`config.mk`:
```
export PLATFORM = sky130hd
export DESIGN_NAME = fractal_sync_np_barrier_cam
export DESIGN_NICKNAME = d
export VERILOG_FILES = /design/src/rtl/fractal_sync_pkg.sv /design/src/rtl/fractal_sync_barrier_cam_line.sv /design/src/rtl/fractal_sync_np_barrier_cam.sv
export SDC_FILE = /design/constraint.sdc
export NUM_CORES = 1
export LEC_CHECK = 0
export ABC_CLOCK_PERIOD_IN_PS = 4600
export BUFFER_PORTS_ARGS = -buffer_cell sky130_fd_sc_hd__buf_4
export CAP_MARGIN = 20
export CORE_UTILIZATION = 55
export CTS_BUF_LIST = sky130_fd_sc_hd__clkbuf_2 sky130_fd_sc_hd__clkbuf_4 sky130_fd_sc_hd__clkbuf_8
export DETAILED_ROUTE_END_ITERATION = 10
export PLACE_DENSITY = 0.77
export SLEW_MARGIN = 20
export SYNTH_ARGS = -nofsm -noshare
export SYNTH_HDL_FRONTEND = slang
export SYNTH_HIERARCHICAL = 1
export SYNTH_SLANG_ARGS = --single-unit
```
`constraint.sdc`:
```
create_clock -name clk_i -period 4.6 [get_ports clk_i]
set_clock_uncertainty 0.1 [all_clocks]
set_input_delay 0.69 -clock clk_i [delete_from_list [all_inputs] [get_ports clk_i]]
set_output_delay 0.69 -clock clk_i [all_outputs]
set_load 0.005 [all_outputs]
```
`src/rtl/fractal_sync_pkg.sv`:
```
// Shared types and width helpers for the fractal synchronisation tree.
// The barrier CAM derives all of its per-line field widths from these functions.
package fractal_sync_pkg;

  typedef enum logic [1:0] {
    RF_1D_PAIR,
    RF_2D_PAIR,
    BARRIER_CAM_RF
  } remote_rf_e;

  function automatic int cam_sig_w(input int level_w, input int id_w);
    return level_w + id_w;
  endfunction

  function automatic int cam_cnt_w(input int n_arrivals);
    return $clog2(n_arrivals + 1);
  endfunction

  // A 1-bit age field is kept even when eviction is disabled so ports stay legal.
  function automatic int cam_age_w(input int timeout);
    return (timeout > 0) ? $clog2(timeout + 1) : 1;
  endfunction

  function automatic int cam_occ_w(input int n_lines);
    return $clog2(n_lines + 1);
  endfunction

endpackage

```
`src/rtl/fractal_sync_barrier_cam_line.sv`:
```
// One barrier CAM line: valid/sig/cnt/age registers, per-port hit compare,
// arrival count add, saturating idle-age counter and expire flag.
module fractal_sync_barrier_cam_line
  import fractal_sync_pkg::*;
#(
  parameter int N_PORTS    = 4,
  parameter int SIG_W      = 6,
  parameter int CNT_W      = 2,
  parameter int AGE_W      = 1,
  parameter int N_ARRIVALS = 2,
  parameter int TIMEOUT    = 0
) (
  input  logic               clk_i,
  input  logic               rst_i,
  input  logic [SIG_W-1:0]   sig_i [N_PORTS],
  input  logic [N_PORTS-1:0] arr_i,
  input  logic               alloc_i,
  input  logic [SIG_W-1:0]   alloc_sig_i,
  input  logic [CNT_W-1:0]   alloc_cnt_i,
  input  logic               evict_i,
  output logic               valid_o,
  output logic [SIG_W-1:0]   sig_o,
  output logic [N_PORTS-1:0] hit_o,
  output logic               complete_o,
  output logic               expire_o
);

  localparam int SUM_W = $clog2(N_PORTS + N_ARRIVALS + 1);

  logic               r_valid;
  logic [SIG_W-1:0]   r_sig;
  logic [CNT_W-1:0]   r_cnt;
  logic [AGE_W-1:0]   r_age;

  logic [N_PORTS-1:0] w_hit;
  logic [SUM_W-1:0]   w_k;
  logic [SUM_W-1:0]   w_sum;
  logic               w_any_hit;
  logic               w_complete;
  logic [AGE_W-1:0]   w_age_inc;

  always_comb begin
    w_hit = '0;
    w_k   = '0;
    for (int p = 0; p < N_PORTS; p++) begin
      w_hit[p] = r_valid && arr_i[p] && (sig_i[p] == r_sig);
      w_k      = w_k + SUM_W'(w_hit[p]);
    end
  end

  assign w_any_hit  = |w_hit;
  assign w_sum      = SUM_W'(r_cnt) + w_k;
  assign w_complete = w_any_hit && (w_sum >= SUM_W'(N_ARRIVALS));

  // Age saturates so a line that loses eviction arbitration stays expired.
  assign w_age_inc = (r_age == AGE_W'(TIMEOUT)) ? r_age : r_age + AGE_W'(1);

  always_ff @(posedge clk_i or posedge rst_i) begin
    if (rst_i) begin
      r_valid <= 1'b0;
      r_sig   <= '0;
      r_cnt   <= '0;
      r_age   <= '0;
    end else if (alloc_i) begin
      r_valid <= 1'b1;
      r_sig   <= alloc_sig_i;
      r_cnt   <= alloc_cnt_i;
      r_age   <= '0;
    end else if (w_complete || evict_i) begin
      r_valid <= 1'b0;
      r_cnt   <= '0;
      r_age   <= '0;
    end else if (w_any_hit) begin
      r_cnt   <= w_sum[CNT_W-1:0];
      r_age   <= '0;
    end else if (r_valid) begin
      r_age   <= w_age_inc;
    end
  end

  assign valid_o    = r_valid;
  assign sig_o      = r_sig;
  assign hit_o      = w_hit;
  assign complete_o = w_complete;
  assign expire_o   = (TIMEOUT > 0) && r_valid && !w_any_hit &&
                      (w_age_inc == AGE_W'(TIMEOUT));

endmodule

```
`src/rtl/fractal_sync_np_barrier_cam.sv`:
```
// N-port, N-arrival barrier table: groups same-signature arrivals, updates
// matching lines, allocates free lines by lowest port and evicts stale lines.
module fractal_sync_np_barrier_cam
  import fractal_sync_pkg::*;
#(
  parameter int N_PORTS     = 4,
  parameter int LEVEL_WIDTH = 2,
  parameter int ID_WIDTH    = 4,
  parameter int MAX_LEVEL   = 3,
  parameter int N_ARRIVALS  = 2,
  parameter int N_LINES     = 4,
  parameter int TIMEOUT     = 0
) (
  input  logic                            clk_i,
  input  logic                            rst_i,
  input  logic [LEVEL_WIDTH-1:0]          level_i [N_PORTS],
  input  logic [ID_WIDTH-1:0]             id_i [N_PORTS],
  input  logic [N_PORTS-1:0]              check_i,
  output logic [N_PORTS-1:0]              done_o,
  output logic [N_PORTS-1:0]              sig_err_o,
  output logic [N_PORTS-1:0]              full_err_o,
  output logic                            timeout_o,
  output logic [LEVEL_WIDTH+ID_WIDTH-1:0] timeout_sig_o,
  output logic [$clog2(N_LINES+1)-1:0]    occupancy_o
);

  localparam int SIG_W = cam_sig_w(LEVEL_WIDTH, ID_WIDTH);
  localparam int CNT_W = cam_cnt_w(N_ARRIVALS);
  localparam int AGE_W = cam_age_w(TIMEOUT);
  localparam int OCC_W = cam_occ_w(N_LINES);
  localparam int K_W   = $clog2(N_PORTS + 1);

  logic [SIG_W-1:0]   w_sig [N_PORTS];
  logic [N_PORTS-1:0] w_lvl_ok;
  logic [N_PORTS-1:0] w_arr;
  logic [N_PORTS-1:0] w_leader;
  logic [N_PORTS-1:0] w_grp_mask [N_PORTS];
  logic [K_W-1:0]     w_grp_k [N_PORTS];

  logic [N_LINES-1:0] w_line_valid;
  logic [SIG_W-1:0]   w_line_sig [N_LINES];
  logic [N_PORTS-1:0] w_line_hit [N_LINES];
  logic [N_LINES-1:0] w_line_complete;
  logic [N_LINES-1:0] w_line_expire;

  logic [N_PORTS-1:0] w_port_hit;
  logic [N_PORTS-1:0] w_line_done;
  logic [N_PORTS-1:0] w_bypass;
  logic [N_PORTS-1:0] w_full;
  logic [N_LINES-1:0] w_alloc;
  logic [SIG_W-1:0]   w_alloc_sig [N_LINES];
  logic [CNT_W-1:0]   w_alloc_cnt [N_LINES];
  logic [N_LINES-1:0] w_evict;
  logic               w_evict_any;
  logic [SIG_W-1:0]   w_evict_sig;
  logic [OCC_W-1:0]   w_occ_next;

  logic [N_PORTS-1:0] r_done;
  logic [N_PORTS-1:0] r_sig_err;
  logic [N_PORTS-1:0] r_full_err;
  logic               r_timeout;
  logic [SIG_W-1:0]   r_timeout_sig;
  logic [OCC_W-1:0]   r_occ;

  always_comb begin
    for (int p = 0; p < N_PORTS; p++) begin
      w_sig[p]    = {level_i[p], id_i[p]};
      w_lvl_ok[p] = (int'(level_i[p]) <= MAX_LEVEL);
      w_arr[p]    = check_i[p] && w_lvl_ok[p];
    end
  end

  // The leader of a signature group is its lowest presenting port.
  always_comb begin
    for (int p = 0; p < N_PORTS; p++) begin
      w_leader[p]   = w_arr[p];
      w_grp_mask[p] = '0;
      w_grp_k[p]    = '0;
      for (int q = 0; q < N_PORTS; q++) begin
        if (w_arr[q] && w_arr[p] && (w_sig[q] == w_sig[p])) begin
          w_grp_mask[p][q] = 1'b1;
          w_grp_k[p]       = w_grp_k[p] + K_W'(1);
          if (q < p) w_leader[p] = 1'b0;
        end
      end
    end
  end

  for (genvar l = 0; l < N_LINES; l++) begin : g_line
    fractal_sync_barrier_cam_line #(
      .N_PORTS    (N_PORTS),
      .SIG_W      (SIG_W),
      .CNT_W      (CNT_W),
      .AGE_W      (AGE_W),
      .N_ARRIVALS (N_ARRIVALS),
      .TIMEOUT    (TIMEOUT)
    ) u_line (
      .clk_i       (clk_i),
      .rst_i       (rst_i),
      .sig_i       (w_sig),
      .arr_i       (w_arr),
      .alloc_i     (w_alloc[l]),
      .alloc_sig_i (w_alloc_sig[l]),
      .alloc_cnt_i (w_alloc_cnt[l]),
      .evict_i     (w_evict[l]),
      .valid_o     (w_line_valid[l]),
      .sig_o       (w_line_sig[l]),
      .hit_o       (w_line_hit[l]),
      .complete_o  (w_line_complete[l]),
      .expire_o    (w_line_expire[l])
    );
  end

  always_comb begin
    w_port_hit  = '0;
    w_line_done = '0;
    for (int l = 0; l < N_LINES; l++) begin
      w_port_hit = w_port_hit | w_line_hit[l];
      if (w_line_complete[l]) w_line_done = w_line_done | w_line_hit[l];
    end
  end

  // Only lines invalid at the start of the cycle are allocatable.
  always_comb begin : p_alloc
    logic v_found;
    v_found  = 1'b0;
    w_bypass = '0;
    w_full   = '0;
    w_alloc  = '0;
    for (int l = 0; l < N_LINES; l++) begin
      w_alloc_sig[l] = '0;
      w_alloc_cnt[l] = '0;
    end
    for (int p = 0; p < N_PORTS; p++) begin
      if (w_leader[p] && !w_port_hit[p]) begin
        if (int'(w_grp_k[p]) >= N_ARRIVALS) begin
          w_bypass = w_bypass | w_grp_mask[p];
        end else begin
          v_found = 1'b0;
          for (int l = 0; l < N_LINES; l++) begin
            if (!v_found && !w_line_valid[l] && !w_alloc[l]) begin
              v_found        = 1'b1;
              w_alloc[l]     = 1'b1;
              w_alloc_sig[l] = w_sig[p];
              w_alloc_cnt[l] = CNT_W'(w_grp_k[p]);
            end
          end
          if (!v_found) w_full = w_full | w_grp_mask[p];
        end
      end
    end
  end

  always_comb begin
    w_evict     = '0;
    w_evict_any = 1'b0;
    w_evict_sig = '0;
    for (int l = 0; l < N_LINES; l++) begin
      if (w_line_expire[l] && !w_evict_any) begin
        w_evict[l]  = 1'b1;
        w_evict_any = 1'b1;
        w_evict_sig = w_line_sig[l];
      end
    end
  end

  always_comb begin
    w_occ_next = '0;
    for (int l = 0; l < N_LINES; l++) begin
      if (w_alloc[l] || (w_line_valid[l] && !w_line_complete[l] && !w_evict[l]))
        w_occ_next = w_occ_next + OCC_W'(1);
    end
  end

  always_ff @(posedge clk_i or posedge rst_i) begin
    if (rst_i) begin
      r_done        <= '0;
      r_sig_err     <= '0;
      r_full_err    <= '0;
      r_timeout     <= 1'b0;
      r_timeout_sig <= '0;
      r_occ         <= '0;
    end else begin
      r_done        <= w_line_done | w_bypass;
      r_sig_err     <= check_i & ~w_lvl_ok;
      r_full_err    <= w_full;
      r_timeout     <= w_evict_any;
      r_timeout_sig <= w_evict_sig;
      r_occ         <= w_occ_next;
    end
  end

  assign done_o        = r_done;
  assign sig_err_o     = r_sig_err;
  assign full_err_o    = r_full_err;
  assign timeout_o     = r_timeout;
  assign timeout_sig_o = r_timeout_sig;
  assign occupancy_o   = r_occ;

endmodule
```
==> run metrics <==
drt total wl 29.0 mm; fin util around 76%; CTS max path bufs 2; crit-path cells buf_4, buf_4, xor2_1, nor3_1, buf_4, nand2_1, ha_1, xnor2_1, ha_1, nor2_1, a21oi_1, o31ai_1, and4_4, maj3_2, o22ai_2, a211oi_2, a31o_2, inv_2, ha_4, xnor2_2, ha_2, inv_1, a211oi_2, xor2_1; largest cells by area after synthesis dfrtp_1 18%, xor2_1 9.2%, xnor2_1 8.8%; global route total overflow 0; first-pass GRT wire length 41.2 mm; crit path buf inv count 5; setup violators final 20; GRT Overall Usage a little under two fifths; post-synth top area share 18.4%; worst skew pair latency ~0.34 ns; smallest hold slack 0.243 ns; port bufs 47; synthesized area ~0.0074 sq mm; P&R area growth vs syn 32.2%; Syn Inst Count 855; Slew @ Worst Pin 0.888 ns; area leader, netlist dfrtp_1; IO Pins 52; non-filler cells, final 1,201; drt pass-1 iters 10; setup ws final -0.249 ns; total CTS buffers 5; Slew Limit Fails 0; WL per Instance 24.2 microns; dpl hpwl 19.9 mm; Synth Area per Inst 8.61 sq um; Tcrit/Tclk final 105%; vias after detailed routing 7,960; vias in the first global route 7,487; ys async rst share 100%; nets@finish approximately 1,100; max cap viols 0; Crit. Startpoint id_i[9]; Initial Util 57.4%; via-per-instance ratio 6.63; failing checks setup timing; CTS tree built; Critical Path AT 5.02 ns; Hold Vio Cnt, Final 0; Row Count roughly 40; Hold WC Path Type input port to asynchronous set/reset pin; die area 0.0139 sq mm; highest ir drop seen on vdd 0.248 mV; Sink Count 54; CP max stage delay 0.37 ns; Die H roughly 120 microns; Worst setup EP type flip-flop; leakage power 4.40 nW; Synth Flop Type dfrtp_1; Data required, critical path 4.77 ns; clock root buffer clkbuf_8; initial antenna violation count 1; overall power 3.84 mW; critical path type input port to flip-flop; Die W 118 microns; FF-to-FF Start g_line[1].u_line/sig_o[3]; core area around 0.013 sq mm; post-route cell area 0.00973 sq mm; Max H-tree Level 2; crit-path leading delay family adder cells; Hold Buf Count CTS 0; Most common cell on crit path buf_4; minimum clock period 4.85 ns; share of layout cells above drive strength 1 about two fifths; largest net degree at the start of global routing 41; flops & latches, synth between 50 and 60; sequential share of the synthesized area 18.4%; Slowest-stage cell, CP ha_1; reg-to-reg endpoint occupancy_o[2]; crit path launch type input port; Setup TNS -2.50 ns; CP Max Fanout 4; GP Congestion 0.995; CTS clock-pin slew for the worst setup and hold paths 0.11 ns; Post-DRT Antenna Nets 0; R2R Setup Slk -0.01 ns; Post-route DRC 0; r2r worst-path depth 20; Max transition margin 40.7%; most common cell in the netlist xor2_1; crit path to occupancy_o[2]; RSZ-0062 raised after global routing yes; dpl cells 1,159; initial DRC count 1,046; WP depth 24; fillers approximately 870; unique cell type count in the Yosys netlist 88; power per cell area 395 mW/mm^2; Commonest cells post-synth 77 x xor2_1, 74 x xnor2_1, 73 x nand2_1; DP Worst Slack -0.521 ns; Max Freq 0.206 GHz; Syn. warnings 6; status complete, but fails checks; DP Area about 0.0089 sq mm; Post-synth EDFFs 0
## kinds of logic (layout without fill, tap and decap cells)
| kind of cell | Yosys count | count (layout) | synth area share, % |
|---|---|---|---|
| simple gates | 254 | 254 | 20.5 |
| flops | 54 | 54 | 18.4 |
| other cells | 5 | 13 | 0.255 |
| buf+inv | 140 | 306 | 9.35 |
| mux | 38 | 38 | 5.90 |
| fa+ha+maj | 50 | 50 | 9.18 |
| compound gates | 160 | 160 | 17.7 |
| xor+xnor | 154 | 154 | 18.8 |
## power by group
group          internal [mW]  switching [mW]  leakage (nW)
combinational           1.24            1.35          3.64
sequential             0.644           0.247         0.705
clock                  0.164           0.186        0.0585
total                   2.05            1.79          4.40
## timing repair
| action | 4_1_cts | 5_1_grt |
|---|---|---|
| endpoints found under the hold margin | 0 | 0 |
| setup endpoints to repair | 18 | 34 |
| pin swaps | 20 | 53 |
| setup buffers | 15 | 18 |
| resized for setup | 33 | 73 |
| cloned | 0 | 1 |
## worst min-delay path by stage
stage / end / slack (ns) / depth (start not counted)
5_1_grt: g_line[3].u_line/sig_o[3] / 0.26 / 2
3_3_place_gp: g_line[0].u_line/r_cnt[1] / 0.43 / 2
2_1_floorplan: g_line[0].u_line/r_cnt[1] / 0.41 / 2
3_5_place_dp: g_line[0].u_line/r_cnt[1] / 0.43 / 2
6_report: g_line[3].u_line/sig_o[2] / 0.24 / 2
4_1_cts: g_line[3].u_line/sig_o[3] / 0.23 / 2
## worst reg2reg max path, stage by stage, from the launching register on
cell and delay (ns):
dfrtp_1 0.52, xor2_1 0.22, nor4_2 0.35, nand4_1 0.19, ha_1 0.34, inv_1 0.06, fa_1 0.49, inv_1 0.06
ha_1 0.18, inv_1 0.07, fa_2 0.45, a21boi_2 0.20, inv_1 0.06, a31o_2 0.24, inv_2 0.07, ha_4 0.21
xnor2_2 0.17, ha_2 0.19, inv_1 0.05, a211oi_2 0.16, xor2_1 0.18
## cell usage in the layout, fill, tap and decap left out, drive strengths merged, types with 7 or more instances in the layout
cell type / n
buf: 247
xor2: 77
xnor2: 77
nand2: 73
dfrtp: 54
inv: 52
nor2: 42
ha: 37
mux2: 30
nand4: 24
a221o: 24
nor4: 24
a21oi: 21
and4: 18
o21ai: 18
a22oi: 15
nor3: 14
conb: 12
nand3: 12
a211oi: 10
mux2i: 8
fa: 8
and2: 7
nand2b: 7
## final cells by class
cell class / count / area [sq um] / share of cell area (%)
clock inverter: 3 / 43.8 / 0.450
clock buffer: 5 / 68.8 / 0.707
inverter: 51 / 194 / 1.99
antenna: 1 / 2.50 / 0.0257
tap: 172 / 215 / 2.21
multi-input combinational: 668 / 5860 / 60.2
sequential: 54 / 1350 / 13.9
timing repair buffer: 247 / 2000 / 20.5
## flip-flops by register name, summed over array words and instances (netlist names)
register               flops
timeout_sig_o              6
g_line.u_line/sig_o       24
g_line.u_line/valid_o      4
occupancy_o                3
g_line.u_line/r_cnt        8
timeout_o                  1
full_err_o                 4
done_o                     4
## layer usage
layer,vias up,global-route usage [%],share of wire [%]
met5,-,0,0
met4,0,20.8,7.6
met3,195,10.5,12
met2,610,60.7,44
met1,3760,47.1,37
li1,3395,-,-
Power figures use the tool's default switching activity.
